==> config.mk <==
export PLATFORM = sky130hd
export DESIGN_NAME = aes_selftest_seq
export DESIGN_NICKNAME = d
export VERILOG_FILES = /design/src/rtl/aes_selftest_seq.sv
export SDC_FILE = /design/constraint.sdc
export NUM_CORES = 2
export LEC_CHECK = 0
export ABC_CLOCK_PERIOD_IN_PS = 2950
export CORE_AREA = 2 2 403 405
export DETAILED_ROUTE_END_ITERATION = 8
export DIE_AREA = 0 0 405 407
export GPL_ROUTABILITY_DRIVEN = 0
export MAX_ROUTING_LAYER = met4
export PLACE_DENSITY = 0.5
export SLEW_MARGIN = 10
export SYNTH_ARGS = -nofsm -noshare
export SYNTH_HDL_FRONTEND = slang
export SYNTH_SLANG_ARGS = --single-unit
==> constraint.sdc <==
create_clock -name clk -period 2.95 [get_ports clk]
set_input_delay 0.59 -clock clk [delete_from_list [all_inputs] [get_ports clk]]
set_output_delay 0.59 -clock clk [all_outputs]
set_load 0.01 [all_outputs]
==> src/rtl/aes_selftest_seq.sv <==
// AES self-test sequencer: walks a vector table, drives one cipher core through
// an encrypt and a decrypt round trip per vector, and tallies pass/fail results.
module aes_selftest_seq #(
  parameter int unsigned KEY_BITS    = 256,
  parameter int unsigned NUM_VECTORS = 4,
  parameter int unsigned TIMEOUT     = 1023,
  localparam int unsigned IDX_W      = (NUM_VECTORS > 1) ? $clog2(NUM_VECTORS) : 1
) (
  input  logic                clk,
  input  logic                reset,
  input  logic                enable,
  output logic [IDX_W-1:0]    vec_idx,
  input  logic [KEY_BITS-1:0] vec_key,
  input  logic [127:0]        vec_pt,
  input  logic [127:0]        vec_ct,
  output logic [KEY_BITS-1:0] core_key,
  output logic [127:0]        core_din,
  output logic                core_mode,
  output logic                core_start,
  input  logic                core_done,
  input  logic [127:0]        core_dout,
  output logic                busy,
  output logic                done,
  output logic                checkOut,
  output logic [IDX_W:0]      pass_cnt,
  output logic [IDX_W:0]      fail_cnt,
  output logic [IDX_W-1:0]    first_fail_idx,
  output logic                timeout_err
);

  localparam int unsigned CNT_W = IDX_W + 1;
  localparam int unsigned WD_W  = (TIMEOUT > 1) ? $clog2(TIMEOUT) : 1;

  localparam logic [2:0] S_IDLE     = 3'd0;
  localparam logic [2:0] S_LOAD     = 3'd1;
  localparam logic [2:0] S_ENC_REQ  = 3'd2;
  localparam logic [2:0] S_ENC_WAIT = 3'd3;
  localparam logic [2:0] S_DEC_REQ  = 3'd4;
  localparam logic [2:0] S_DEC_WAIT = 3'd5;
  localparam logic [2:0] S_NEXT     = 3'd6;
  localparam logic [2:0] S_DONE     = 3'd7;

  // Reject unsupported configurations at elaboration
  if (!(KEY_BITS == 128 || KEY_BITS == 192 || KEY_BITS == 256)) begin : g_bad_key
    $error("aes_selftest_seq: KEY_BITS must be 128, 192 or 256");
  end
  if (NUM_VECTORS < 1) begin : g_bad_nv
    $error("aes_selftest_seq: NUM_VECTORS must be at least 1");
  end
  if (TIMEOUT < 1) begin : g_bad_to
    $error("aes_selftest_seq: TIMEOUT must be at least 1");
  end

  logic [2:0]          r_state,    w_nxt;
  logic [IDX_W-1:0]    r_idx,      w_idx;
  logic [127:0]        r_pt,       w_pt;
  logic [127:0]        r_ct,       w_ct;
  logic                r_pass,     w_pass;
  logic [WD_W-1:0]     r_wdog,     w_wdog;
  logic [KEY_BITS-1:0] r_core_key, w_core_key;
  logic [127:0]        r_core_din, w_core_din;
  logic                r_mode,     w_mode;
  logic                r_start,    w_start;
  logic                r_busy,     w_busy;
  logic                r_done,     w_done;
  logic                r_check,    w_check;
  logic [CNT_W-1:0]    r_pcnt,     w_pcnt;
  logic [CNT_W-1:0]    r_fcnt,     w_fcnt;
  logic [IDX_W-1:0]    r_ffi,      w_ffi;
  logic                r_tmo,      w_tmo;
  logic                w_wd_exp;

  // Next-state, datapath and registered-output decode
  always_comb begin
    w_nxt      = r_state;
    w_idx      = r_idx;
    w_pt       = r_pt;
    w_ct       = r_ct;
    w_pass     = r_pass;
    w_wdog     = r_wdog;
    w_core_key = r_core_key;
    w_core_din = r_core_din;
    w_mode     = r_mode;
    w_pcnt     = r_pcnt;
    w_fcnt     = r_fcnt;
    w_ffi      = r_ffi;
    w_tmo      = r_tmo;
    w_wd_exp   = (r_wdog == WD_W'(TIMEOUT - 1));

    case (r_state)
      S_IDLE: begin
        if (enable) begin
          w_nxt  = S_LOAD;
          w_idx  = '0;
          w_pcnt = '0;
          w_fcnt = '0;
          w_ffi  = '0;
          w_tmo  = 1'b0;
        end
      end
      S_LOAD: begin
        w_pt       = vec_pt;
        w_ct       = vec_ct;
        w_pass     = 1'b1;
        w_core_key = vec_key;
        w_core_din = vec_pt;
        w_mode     = 1'b0;
        w_nxt      = S_ENC_REQ;
      end
      S_ENC_REQ: begin
        w_wdog = '0;
        w_nxt  = S_ENC_WAIT;
      end
      S_ENC_WAIT: begin
        // A done coincident with watchdog expiry counts as a normal completion
        if (core_done) begin
          if (core_dout != r_ct) w_pass = 1'b0;
          w_core_din = r_ct;
          w_mode     = 1'b1;
          w_nxt      = S_DEC_REQ;
        end else if (w_wd_exp) begin
          w_pass = 1'b0;
          w_tmo  = 1'b1;
          w_nxt  = S_NEXT;
        end else begin
          w_wdog = r_wdog + WD_W'(1);
        end
      end
      S_DEC_REQ: begin
        w_wdog = '0;
        w_nxt  = S_DEC_WAIT;
      end
      S_DEC_WAIT: begin
        if (core_done) begin
          if (core_dout != r_pt) w_pass = 1'b0;
          w_nxt = S_NEXT;
        end else if (w_wd_exp) begin
          w_pass = 1'b0;
          w_tmo  = 1'b1;
          w_nxt  = S_NEXT;
        end else begin
          w_wdog = r_wdog + WD_W'(1);
        end
      end
      S_NEXT: begin
        if (r_pass) begin
          w_pcnt = r_pcnt + CNT_W'(1);
        end else begin
          w_fcnt = r_fcnt + CNT_W'(1);
          if (r_fcnt == '0) w_ffi = r_idx;
        end
        if (r_idx == IDX_W'(NUM_VECTORS - 1)) begin
          w_nxt = S_DONE;
        end else begin
          w_idx = r_idx + IDX_W'(1);
          w_nxt = S_LOAD;
        end
      end
      S_DONE: begin
        if (!enable) w_nxt = S_IDLE;
      end
      default: w_nxt = S_IDLE;
    endcase

    w_start = (w_nxt == S_ENC_REQ) || (w_nxt == S_DEC_REQ);
    w_busy  = (w_nxt != S_IDLE) && (w_nxt != S_DONE);
    w_done  = (w_nxt == S_DONE);
    w_check = (w_nxt == S_DONE) && (w_fcnt == '0);
  end

  // State and output registers; reset aborts any run in progress
  always_ff @(posedge clk or negedge reset) begin
    if (!reset) begin
      r_state    <= S_IDLE;
      r_idx      <= '0;
      r_pt       <= '0;
      r_ct       <= '0;
      r_pass     <= 1'b0;
      r_wdog     <= '0;
      r_core_key <= '0;
      r_core_din <= '0;
      r_mode     <= 1'b0;
      r_start    <= 1'b0;
      r_busy     <= 1'b0;
      r_done     <= 1'b0;
      r_check    <= 1'b0;
      r_pcnt     <= '0;
      r_fcnt     <= '0;
      r_ffi      <= '0;
      r_tmo      <= 1'b0;
    end else begin
      r_state    <= w_nxt;
      r_idx      <= w_idx;
      r_pt       <= w_pt;
      r_ct       <= w_ct;
      r_pass     <= w_pass;
      r_wdog     <= w_wdog;
      r_core_key <= w_core_key;
      r_core_din <= w_core_din;
      r_mode     <= w_mode;
      r_start    <= w_start;
      r_busy     <= w_busy;
      r_done     <= w_done;
      r_check    <= w_check;
      r_pcnt     <= w_pcnt;
      r_fcnt     <= w_fcnt;
      r_ffi      <= w_ffi;
      r_tmo      <= w_tmo;
    end
  end

  assign vec_idx        = r_idx;
  assign core_key       = r_core_key;
  assign core_din       = r_core_din;
  assign core_mode      = r_mode;
  assign core_start     = r_start;
  assign busy           = r_busy;
  assign done           = r_done;
  assign checkOut       = r_check;
  assign pass_cnt       = r_pcnt;
  assign fail_cnt       = r_fcnt;
  assign first_fail_idx = r_ffi;
  assign timeout_err    = r_tmo;

endmodule
==> results.md <==
- Reg clk slew, reported paths: 70 ps
- Finished Layout Cells: 6721
- Die width: 405 um
- Asr flop ratio synth: 1.00
- Post-Syn Area: 29500 sq um
- Area growth syn-to-layout: 58.6%
- H-tree level count: 3
- Rows: 147
- Cells after Synth: 3293
- Reg2Reg Launch Point: r_state[2]$_DFF_PN0_
- Setup Crit Path Kind: register to register
- Dpl cells: 6508
- Ports: 1044
- GR Util All Layers: 0.228
- Power Internal: 31.2 mW
- # DRC: 0
- Total power: 54.5 mW
- Slowest stage cell, crit path: dfrtp_1
- Fill cell count: 17000
- Detailed Routing Iterations Pass 1: 5
- First-pass GRT wire length: 248000 um
- Hold Crit Class: input pin to asynchronous set/reset pin
- RSZ-0062 raised after global routing: no
- Startpoint Class: register
- R2r setup slk: 290 ps
- EDFF count, synth: 0
- Initial antenna violation count: 111
- Hold Fails Final Rpt: 0
- Avg Vias per Cell: 4.19
- Post-CTS Setup Bufs: 0
- Reg-to-Reg End: checkOut$_DFF_PN0_
- Core box area: 160000 sq um
- Required time of the critical path: 3530 ps
- Register bit total from synthesis: 670
- CP arrival: 3240 ps
- CTS buffer count: 88
- Final Max Tran Viols: 0
- R2r worst-path depth: 8
- Synth warnings: 0
- Part of the cycle the worst path needs: 0.901
- Layout cells sized above 1: 0.0727
- Netlist cell types: 51
- Least-Margin Pin Slew: 1080 ps
- Slew Limit Headroom: 0.278
- Max Clk Rate: 376 MHz
- Most used DFF post-synth: dfrtp_1
- Power per cell area: 1160 nW/um^2
- Routed len/inst: 27.9 um
- Flop pwr share: 0.324
- Sequential element share of the synthesized area: 0.568
- # setup viols final: 0
- Largest net degree at the start of global routing: 164
- Nets@finish: 5092
- CP endpoint kind: register
- Root Buffer: clkbuf_16
- Max incr delay on CP: 490 ps
- Multi-input gate area: 12000 sq um
- Final Critical Period: 2660 ps
- Sw Ratio: 0.428
- Detailed Place HPWL: 154000 um
- Post-Layout Inst Area: 46800 sq um
- Worst-path fanout max: 8
- IO Port Bufs: 1043
- CTS Sinks: 670
- Register area: 16800 sq um
- Combinational share of power: 0.470
- DRT iter0 DRCs: 2035
- Final Skew: 35.3 ps
- Routed vias: 28100
- Leakage: 21.3 nW
- Dpl cell area: 43700 sq um
- Routed WL: 188000 um
- P_sw: 23.3 mW
- CTS max path bufs: 3
- Post-synthesis average cell area: 8.97 sq um
- Vias in the first global route: 28800
- CP Capture Point: checkOut$_DFF_PN0_
- Status: complete, no violations
- Initial Util: 0.184
- Cell Chain, Critical Path: clkinv_1 > ha_1 > or3_1 > nor2_2 > o311ai_1 > nor2_1 > and3_1 > nor4b_2
- CTS tree: yes
- Antenna Nets Post-Route: 0
- GRT overflow: 0
- Clock Latency Late Sink: 680 ps
- Total die area: 165000 sq um
- Peak supply drop: 0.701 mV
- Total negative setup slack: 0 ps
- Chip height: 407 um
- Mapped Nets: 3946
- Clk network pwr share: 0.206
- Worst setup path startpoint: r_state[2]$_DFF_PN0_
- Maxcap violations: 0
## metal layers
layer,GRT usage,share of wire,vias up
li1,-,-,12800
met1,0.239,0.37,13800
met2,0.384,0.50,1155
met3,0.0847,0.089,363
met4,0.0946,0.046,0
met5,-,0,-
## timing repair
item,in CTS,in global routing
hold buffers,1,0
endpoints found under the hold margin,16,0
gates resized for setup,1,0
setup endpoints to repair,1,0
## power by group through the flow
stage / registers [mW] / clock network [mW] / logic, mW
after floorplan: 17.5 / 0 / 10.2
after global placement: 17.7 / 0 / 25.9
after detailed placement: 17.8 / 0 / 25.9
after CTS: 17.7 / 11.5 / 26.1
after global routing: 18.1 / 11.9 / 27.9
final: 17.7 / 11.2 / 25.6
## cell families (layout without fill, tap and decap cells)
group	Yosys count	after routing	synth area share
muxes	133	133	0.0452
and+or+nand+nor	1853	1853	0.251
AOI/OAI and AO/OA	219	219	0.0444
DFF	670	670	0.568
other	0	50	0
xor gates and xnor gates	202	202	0.0599
buffers and inverters	207	1425	0.0277
adders and majority gates	9	9	0.00381
## critical path: cells and delay by family (launching register included)
family                     cells  cell delay (ps)
and+or+nand+nor                5             1340
DFF                            1              490
buffers and inverters          1              330
adders and majority gates      1              280
AOI/OAI and AO/OA              1              110
## synth_stat cells, drive strengths merged (28+ instances only)
| cell type | number | area share |
|---|---|---|
| buf | 42 | 0.0067 |
| clkbuf | 120 | 0.015 |
| dfrtp | 670 | 0.57 |
| inv | 44 | 0.0056 |
| mux2i | 130 | 0.044 |
| nand2 | 1651 | 0.21 |
| nand2b | 28 | 0.0059 |
| nand4 | 36 | 0.0076 |
| nor2b | 42 | 0.0089 |
| nor4 | 46 | 0.010 |
| o21ai | 160 | 0.027 |
| xnor2 | 83 | 0.025 |
| xor2 | 119 | 0.035 |
## placed cells by master, fill, tap and decap left out, types with 28 or more instances in the layout
cell / n
buf_12: 28
buf_4: 146
clkbuf_16: 88
clkdlybuf4s50_1: 1042
dfrtp_1: 670
diode_2: 50
inv_1: 43
mux2i_1: 130
nand2_1: 1651
nand2b_1: 28
nand4_1: 36
nor2b_1: 42
nor4_1: 44
o21ai_0: 120
o21ai_1: 40
xnor2_1: 83
xor2_1: 119
## layout make-up
type,count,share of cell area
Timing Repair Buffer,1218,0.259
Sequential cell,670,0.358
Clock inverter,30,0.00887
Antenna cell,50,0.00267
Clock buffer,132,0.0546
Multi-Input combinational cell,2416,0.256
Inverter,45,0.00361
Tap cell,2160,0.0577
## state kept, by name (all words and copies together), names as in the netlist
signal	cells
r_wdog	10
core_din	128
r_pass	1
core_key	256
r_pt	128
vec_idx	2
checkOut	1
timeout_err	1
busy	1
fail_cnt	3
pass_cnt	3
core_start	1
r_ct	128
done	1
first_fail_idx	2
r_state	3
core_mode	1
## per-stage QoR
stage | hold WS, ps | setup slack, ps | utilization
2_1_floorplan | 294 | 679 | -
3_3_place_gp | 458 | -881 | 0.273
3_5_place_dp | 461 | -923 | 0.273
4_1_cts | 342 | 61.1 | 0.292
5_1_grt | 378 | 87.7 | 0.292
6_report | 428 | 293 | 0.292
## worst min path at each step
| stage | startpoint | depth (start not counted) | to | slack, ps |
|---|---|---|---|---|
| floorplan | reset | 0 | busy$_DFF_PN0_ | 290 |
| global placement | core_key[17]$_DFFE_PN0P_ | 2 | core_key[17]$_DFFE_PN0P_ | 460 |
| detailed placement | core_key[72]$_DFFE_PN0P_ | 2 | core_key[72]$_DFFE_PN0P_ | 460 |
| CTS | vec_key[14] | 3 | core_key[14]$_DFFE_PN0P_ | 340 |
| global route | vec_key[215] | 3 | core_key[215]$_DFFE_PN0P_ | 380 |
| finish | reset | 2 | core_din[120]$_DFFE_PN0P_ | 430 |
No activity file was read; power rests on OpenSTA's default activity.
